### config.mk
export PLATFORM = sky130hd
export DESIGN_NAME = riscv_lsu
export DESIGN_NICKNAME = d
export VERILOG_FILES = /design/src/rtl/riscv_lsu_pkg.sv /design/src/rtl/riscv_lsu_load_extend.sv /design/src/rtl/riscv_lsu.sv
export SDC_FILE = /design/constraint.sdc
export NUM_CORES = 1
export LEC_CHECK = 0
export ABC_AREA = 0
export CAP_MARGIN = 20
export CELL_PAD_IN_SITES_DETAIL_PLACEMENT = 1
export CELL_PAD_IN_SITES_GLOBAL_PLACEMENT = 2
export CORE_UTILIZATION = 27
export DETAILED_ROUTE_END_ITERATION = 7
export PLACE_DENSITY_LB_ADDON = 0.1
export SLEW_MARGIN = 10
export SYNTH_ARGS = -nofsm -noshare
export SYNTH_HDL_FRONTEND = slang
export SYNTH_SLANG_ARGS = --single-unit
export TNS_END_PERCENT = 100
### constraint.sdc
create_clock -name clk -period 9.27 [get_ports clk]
set_clock_uncertainty 0.15 [all_clocks]
set_input_delay 2.781 -clock clk [delete_from_list [all_inputs] [get_ports clk]]
set_output_delay 2.781 -clock clk [all_outputs]
set_load 0.1 [all_outputs]
### src/rtl/riscv_lsu_pkg.sv
// Shared types and constants for the load/store unit.
package riscv_lsu_pkg;

   // LSU control states (2-bit encoding).
   typedef enum logic [1:0] {
      LSU_ST_IDLE = 2'd0,
      LSU_ST_REQ  = 2'd1,
      LSU_ST_WAIT = 2'd2,
      LSU_ST_DONE = 2'd3
   } lsu_state_t;

   // Memory funct3 encodings shared with the decoder.
   localparam logic [2:0] FUNCT3_MEM_BYTE  = 3'b000;
   localparam logic [2:0] FUNCT3_MEM_HALF  = 3'b001;
   localparam logic [2:0] FUNCT3_MEM_WORD  = 3'b010;
   localparam logic [2:0] FUNCT3_MEM_BYTEU = 3'b100;
   localparam logic [2:0] FUNCT3_MEM_HALFU = 3'b101;

   // Natural alignment check: bytes always, halves on even, words on 4-byte.
   function automatic logic lsu_aligned(input logic [2:0] funct3, input logic [1:0] off);
      case (funct3[1:0])
         2'b00:   lsu_aligned = 1'b1;
         2'b01:   lsu_aligned = ~off[0];
         default: lsu_aligned = (off == 2'b00);
      endcase
   endfunction

endpackage

### src/rtl/riscv_lsu_load_extend.sv
// Lane select and sign/zero extension of a returned load word.
module riscv_load_extend
   import riscv_lsu_pkg::*;
(
   input  logic [31:0] bus_rdata,
   input  logic [1:0]  lane,
   input  logic [2:0]  funct3,
   output logic [31:0] data
);

   logic [7:0]  byte_v;
   logic [15:0] half_v;

   // Pick the addressed byte/half and extend it according to funct3.
   always_comb begin
      byte_v = bus_rdata[{lane, 3'b000} +: 8];
      half_v = lane[1] ? bus_rdata[31:16] : bus_rdata[15:0];
      case (funct3)
         FUNCT3_MEM_BYTE:  data = {{24{byte_v[7]}}, byte_v};
         FUNCT3_MEM_HALF:  data = {{16{half_v[15]}}, half_v};
         FUNCT3_MEM_BYTEU: data = {24'd0, byte_v};
         FUNCT3_MEM_HALFU: data = {16'd0, half_v};
         default:          data = bus_rdata;
      endcase
   end

endmodule

### src/rtl/riscv_lsu.sv
// MEM-stage load/store unit: one valid/ready bus transaction per access.
// Bus handshake: bus_valid rises in REQ with a stable payload and is held
// until the cycle bus_ready is high (the transfer cycle); read data is taken
// in the first cycle bus_rvalid is high at or after that transfer.
module riscv_lsu
   import riscv_lsu_pkg::*;
#(
   parameter int XLEN           = 32,
   parameter int TIMEOUT_CYCLES = 255
) (
   input  logic            clk,
   input  logic            reset,
   input  logic            mem_req,
   input  logic            memwrite,
   input  logic [2:0]      funct3,
   input  logic [3:0]      byte_sel,
   input  logic [XLEN-1:0] addr,
   input  logic [XLEN-1:0] wdata,
   output logic            stall,
   output logic            done,
   output logic [XLEN-1:0] rdata,
   output logic            misaligned,
   output logic            bus_err,
   output logic            bus_valid,
   input  logic            bus_ready,
   output logic            bus_we,
   output logic [XLEN-1:0] bus_addr,
   output logic [3:0]      bus_wstrb,
   output logic [XLEN-1:0] bus_wdata,
   input  logic            bus_rvalid,
   input  logic [XLEN-1:0] bus_rdata
);

   lsu_state_t      state_q, state_d;
   logic [15:0]     tmo_cnt;
   logic            we_q, err_q;
   logic [2:0]      funct3_q;
   logic [1:0]      lane_q;
   logic [3:0]      wstrb_q;
   logic [XLEN-1:0] addr_q, wdata_q, rdata_q, ext_data;
   logic            aligned, accept, capture, timeout, tmo_hit;

   assign aligned = lsu_aligned(funct3, addr[1:0]);
   assign accept  = (state_q == LSU_ST_IDLE) && mem_req && aligned;
   assign tmo_hit = (TIMEOUT_CYCLES != 0) && (tmo_cnt == 16'(TIMEOUT_CYCLES - 1));

   riscv_load_extend u_ext (
      .bus_rdata (bus_rdata),
      .lane      (lane_q),
      .funct3    (funct3_q),
      .data      (ext_data)
   );

   // Next-state logic; a normal completion wins over a timeout in the same cycle.
   always_comb begin
      state_d = state_q;
      capture = 1'b0;
      timeout = 1'b0;
      case (state_q)
         LSU_ST_IDLE: if (accept) state_d = LSU_ST_REQ;
         LSU_ST_REQ: begin
            if (bus_ready) begin
               if (we_q) begin
                  state_d = LSU_ST_DONE;
               end else if (bus_rvalid) begin
                  state_d = LSU_ST_DONE;
                  capture = 1'b1;
               end else begin
                  state_d = LSU_ST_WAIT;
               end
            end else if (tmo_hit) begin
               state_d = LSU_ST_DONE;
               timeout = 1'b1;
            end
         end
         LSU_ST_WAIT: begin
            if (bus_rvalid) begin
               state_d = LSU_ST_DONE;
               capture = 1'b1;
            end else if (tmo_hit) begin
               state_d = LSU_ST_DONE;
               timeout = 1'b1;
            end
         end
         default: state_d = LSU_ST_IDLE;
      endcase
   end

   // State, timeout counter, latched request payload and load result.
   always_ff @(posedge clk or posedge reset) begin
      if (reset) begin
         state_q  <= LSU_ST_IDLE;
         tmo_cnt  <= '0;
         we_q     <= 1'b0;
         funct3_q <= '0;
         lane_q   <= '0;
         wstrb_q  <= '0;
         addr_q   <= '0;
         wdata_q  <= '0;
         rdata_q  <= '0;
         err_q    <= 1'b0;
      end else begin
         state_q <= state_d;
         if ((state_q == LSU_ST_REQ) || (state_q == LSU_ST_WAIT)) tmo_cnt <= tmo_cnt + 16'd1;
         else tmo_cnt <= '0;
         if (accept) begin
            we_q     <= memwrite;
            funct3_q <= funct3;
            lane_q   <= addr[1:0];
            wstrb_q  <= byte_sel << addr[1:0];
            addr_q   <= {addr[XLEN-1:2], 2'b00};
            wdata_q  <= wdata << {addr[1:0], 3'b000};
            rdata_q  <= '0;
            err_q    <= 1'b0;
         end else if (capture) begin
            rdata_q <= ext_data;
         end else if (timeout) begin
            rdata_q <= '0;
            err_q   <= 1'b1;
         end
      end
   end

   // Outputs decode from the registered state; reset forces the combinational ones low.
   assign bus_valid  = (state_q == LSU_ST_REQ);
   assign bus_we     = bus_valid & we_q;
   assign bus_addr   = addr_q;
   assign bus_wstrb  = wstrb_q;
   assign bus_wdata  = wdata_q;
   assign done       = (state_q == LSU_ST_DONE);
   assign bus_err    = done & err_q;
   assign rdata      = done ? rdata_q : '0;
   assign misaligned = ~reset & mem_req & (state_q == LSU_ST_IDLE) & ~aligned;
   assign stall      = ~reset & mem_req &
                       ((state_q == LSU_ST_IDLE) ? aligned : (state_q != LSU_ST_DONE));

endmodule

==> run summary <==
Largest net degree at the start of global routing: 69
Post-synthesis mux area share: 6.13%
Syn Area/Cell: 9.33 um^2
Clock Tree Buf Depth: 2
HPWL after detailed placement: 15.8 mm
Final Max Tran Viols: 0
Top cell type's share of synthesized area: 49.0%
Fillcell total: 2583
Worst rel slew slack: 28.9%
Initial Util: 27.7%
CORE AREA: 22700 um^2
Crit path launch type: input pin
Die height: 155 um
DRT antenna net count: 0
Number of unique standard cell types used by synthesis: 58
CP Capture Type: output port
Maximum operating frequency: 134 MHz
Clk slew on worst S/H paths: 0.06 ns
Critical path class: input pin to output port
Setup WS pre-CTS: 1.81 ns
Number of clock sinks: 123
Via count: 5609
Antenna diodes: 0
Fin crit share: 80.3%
Synth Area in XOR/XNOR: 1.39%
Switching part of the total: 54.0%
Number of port buffers: 212
Hold Path Class: register to register
Die Area: 23900 um^2
Antenna violations before repair: 1
Global-route wire length before repair: 33.5 mm
# rows: 55
Via-to-Cell Ratio: 4.79
Share of cells above drive strength 1: 8.23%
Internal power: 1.73 mW
Postcts setup bufs: 0
GRT Overall Usage: 18.2%
Compound-Gate Fraction of Synth Area: 15.0%
Slew @ Worst Pin: 1.06 ns
P_leak: 4.04 nW
Worst skew pair latency: 0.42 ns
Worst R2R Setup Slack: 6.50 ns
Cell area power density: 405 nW/um^2
Setup crit start: addr[1]
Total CTS buffers: 17
Dominant cells by area after synthesis: dfrtp_1, nand2_1, mux2i_1, a22o_1, and2_1
Net Sw Power: 2.03 mW
Synth-to-layout area growth: 47.9%
Depth of the most critical reg-to-reg path: 7
CP required: 6.34 ns
Synth Area in Adders: 1.19%
Reg2reg end: rdata_q[18]
Status: finished, final reports clean
Routed WL: 21.2 mm
Asr flop ratio synth: 100%
Max VDD drop: 0.000220 V
Post-CTS Resized: 0
Final setup viols: 0
CTS tree: yes
Io pins: 215
Fin Setup TNS: 0 ns
Post-DR wirelength/cell: 18.1 um
GR Overflow Total: 0
Minimum clock period: 7.44 ns
Largest family of logic cells by synthesized area: simple AND/OR/NAND/NOR gates
Flop pwr share: 23.7%
Clk pwr share: 18.5%
Clock root buffer: clkbuf_16
First-pass detailed-route iteration total: 4
Post-synthesis simple-gate area fraction: 22.9%
Final worst setup slack: 1.83 ns
Ys flop type: dfrtp_1
Fin util: 41.0%
Area leader, netlist: dfrtp_1
Max-cap violation count: 0
Critical Path AT: 4.51 ns
Mapped cell area: 6290 um^2
Cells after Synth: 674
Die X: 155 um
H-tree depth: 4
Comb pwr share: 57.8%
Number of synthesized flops with an enable pin: 0
Drc violations: 0
Starting DRC count in detailed routing: 289
Top-count cell post-synth: nand2_1
Final Hold Viols: 0
Final Wtd Congestion: 0.791
CP endpoint: stall
Reg-to-Reg Start: state_q[0]
Post-synthesis sequential area ratio: 49.0%
Number of global-route vias before repair: 5994
Seq cells post-synth: 123
Nets: 989
Crit-path max FO: 40
Commonest cells in the synthesized netlist: nand2_1, dfrtp_1, a21oi_1, and2_1, nor2_1
Hold buffer count at cts: 0
RSZ-0062 raised after global routing: false
Yosys warnings: 0
-- sequential cells by signal, summed over array words and instances, names as in the netlist --
| signal | cells |
|---|---|
| bus_addr | 30 |
| bus_wdata | 32 |
| bus_wstrb | 4 |
| err_q | 1 |
| funct3_q | 3 |
| lane_q | 2 |
| rdata_q | 32 |
| state_q | 2 |
| tmo_cnt | 16 |
| we_q | 1 |
-- how the worst min path moves through the flow --
stage	from	endpoint	slack (ns)	cells past startpoint
after floorplan	rdata_q[15]	rdata_q[15]	0.29	1
after global placement	bus_addr[22]	bus_addr[22]	0.31	2
after detailed placement	bus_addr[26]	bus_addr[26]	0.31	2
after CTS	bus_addr[26]	bus_addr[26]	0.33	2
after global routing	bus_addr[7]	bus_addr[7]	0.36	2
final	bus_wdata[10]	bus_wdata[10]	0.32	2
-- metal layers --
metal,vias to the layer above,global-route usage [%],part of all wire (%)
met5,-,0,0.052
li1,2719,-,-
met3,27,5.21,5.8
met4,2,5.94,1.9
met2,140,30.1,48
met1,2721,22.9,44
-- layout make-up --
class                   count  area [um^2]  area share, %
flip-flops and latches    123         3080           33.1
multi-input cells         485         2950           31.7
repair buffers            223         2200           23.7
clock buffers              19          453           4.87
well taps                 285          357           3.83
clock inverters            13          166           1.79
inverters                  24         93.8           1.01
-- worst max-delay path, cell delays in order --
cell             delay, ns
clkdlybuf4s50_1       0.46
buf_4                 0.37
nand2_1               0.21
nand3_1               0.13
o21ai_0               0.08
and3_1                0.24
buf_4                 0.24
-- cell usage in the layout (no fill, tap or decap), types with 12 or more instances in the layout --
master	count
buf_4	12
clkbuf_16	17
nor2_1	33
and2_1	34
o21ai_0	17
inv_1	23
a21oi_1	35
clkdlybuf4s50_1	209
nor2b_1	14
nand2b_1	25
dfrtp_1	123
mux2i_1	25
a22o_1	25
nand2_1	146
mux2_2	12
-- metrics by stage --
| step | area [um^2] | instances | power (mW) | hold WS [ns] |
|---|---|---|---|---|
| 5_1_grt | 9300 | 1172 | 3.96 | 0.359 |
| 4_1_cts | 9290 | 1171 | 3.81 | 0.326 |
| 3_3_place_gp | 8650 | 1138 | 3.05 | 0.307 |
| 2_1_floorplan | 6290 | 675 | 2.52 | 0.291 |
| 6_report | 9300 | 1172 | 3.77 | 0.322 |
| 3_5_place_dp | 8670 | 1139 | 3.10 | 0.311 |
-- cell families (layout without fill, tap and decap cells) --
logic type | count (synthesis) | after routing
xor+xnor | 10 | 10
fa+ha+maj | 6 | 6
other cells | 1 | 2
flops | 123 | 123
mux | 37 | 37
compound gates | 134 | 134
buf+inv | 67 | 279
simple gates | 296 | 296
-- power by group through the flow --
stage	logic (mW)	registers, mW	clock network (mW)
2_1_floorplan	0.702	1.82	0
3_3_place_gp	2.16	0.891	0
3_5_place_dp	2.19	0.904	0
4_1_cts	2.20	0.898	0.717
5_1_grt	2.29	0.928	0.740
6_report	2.18	0.895	0.697
Note: power is estimated with default switching activity, not from simulation.
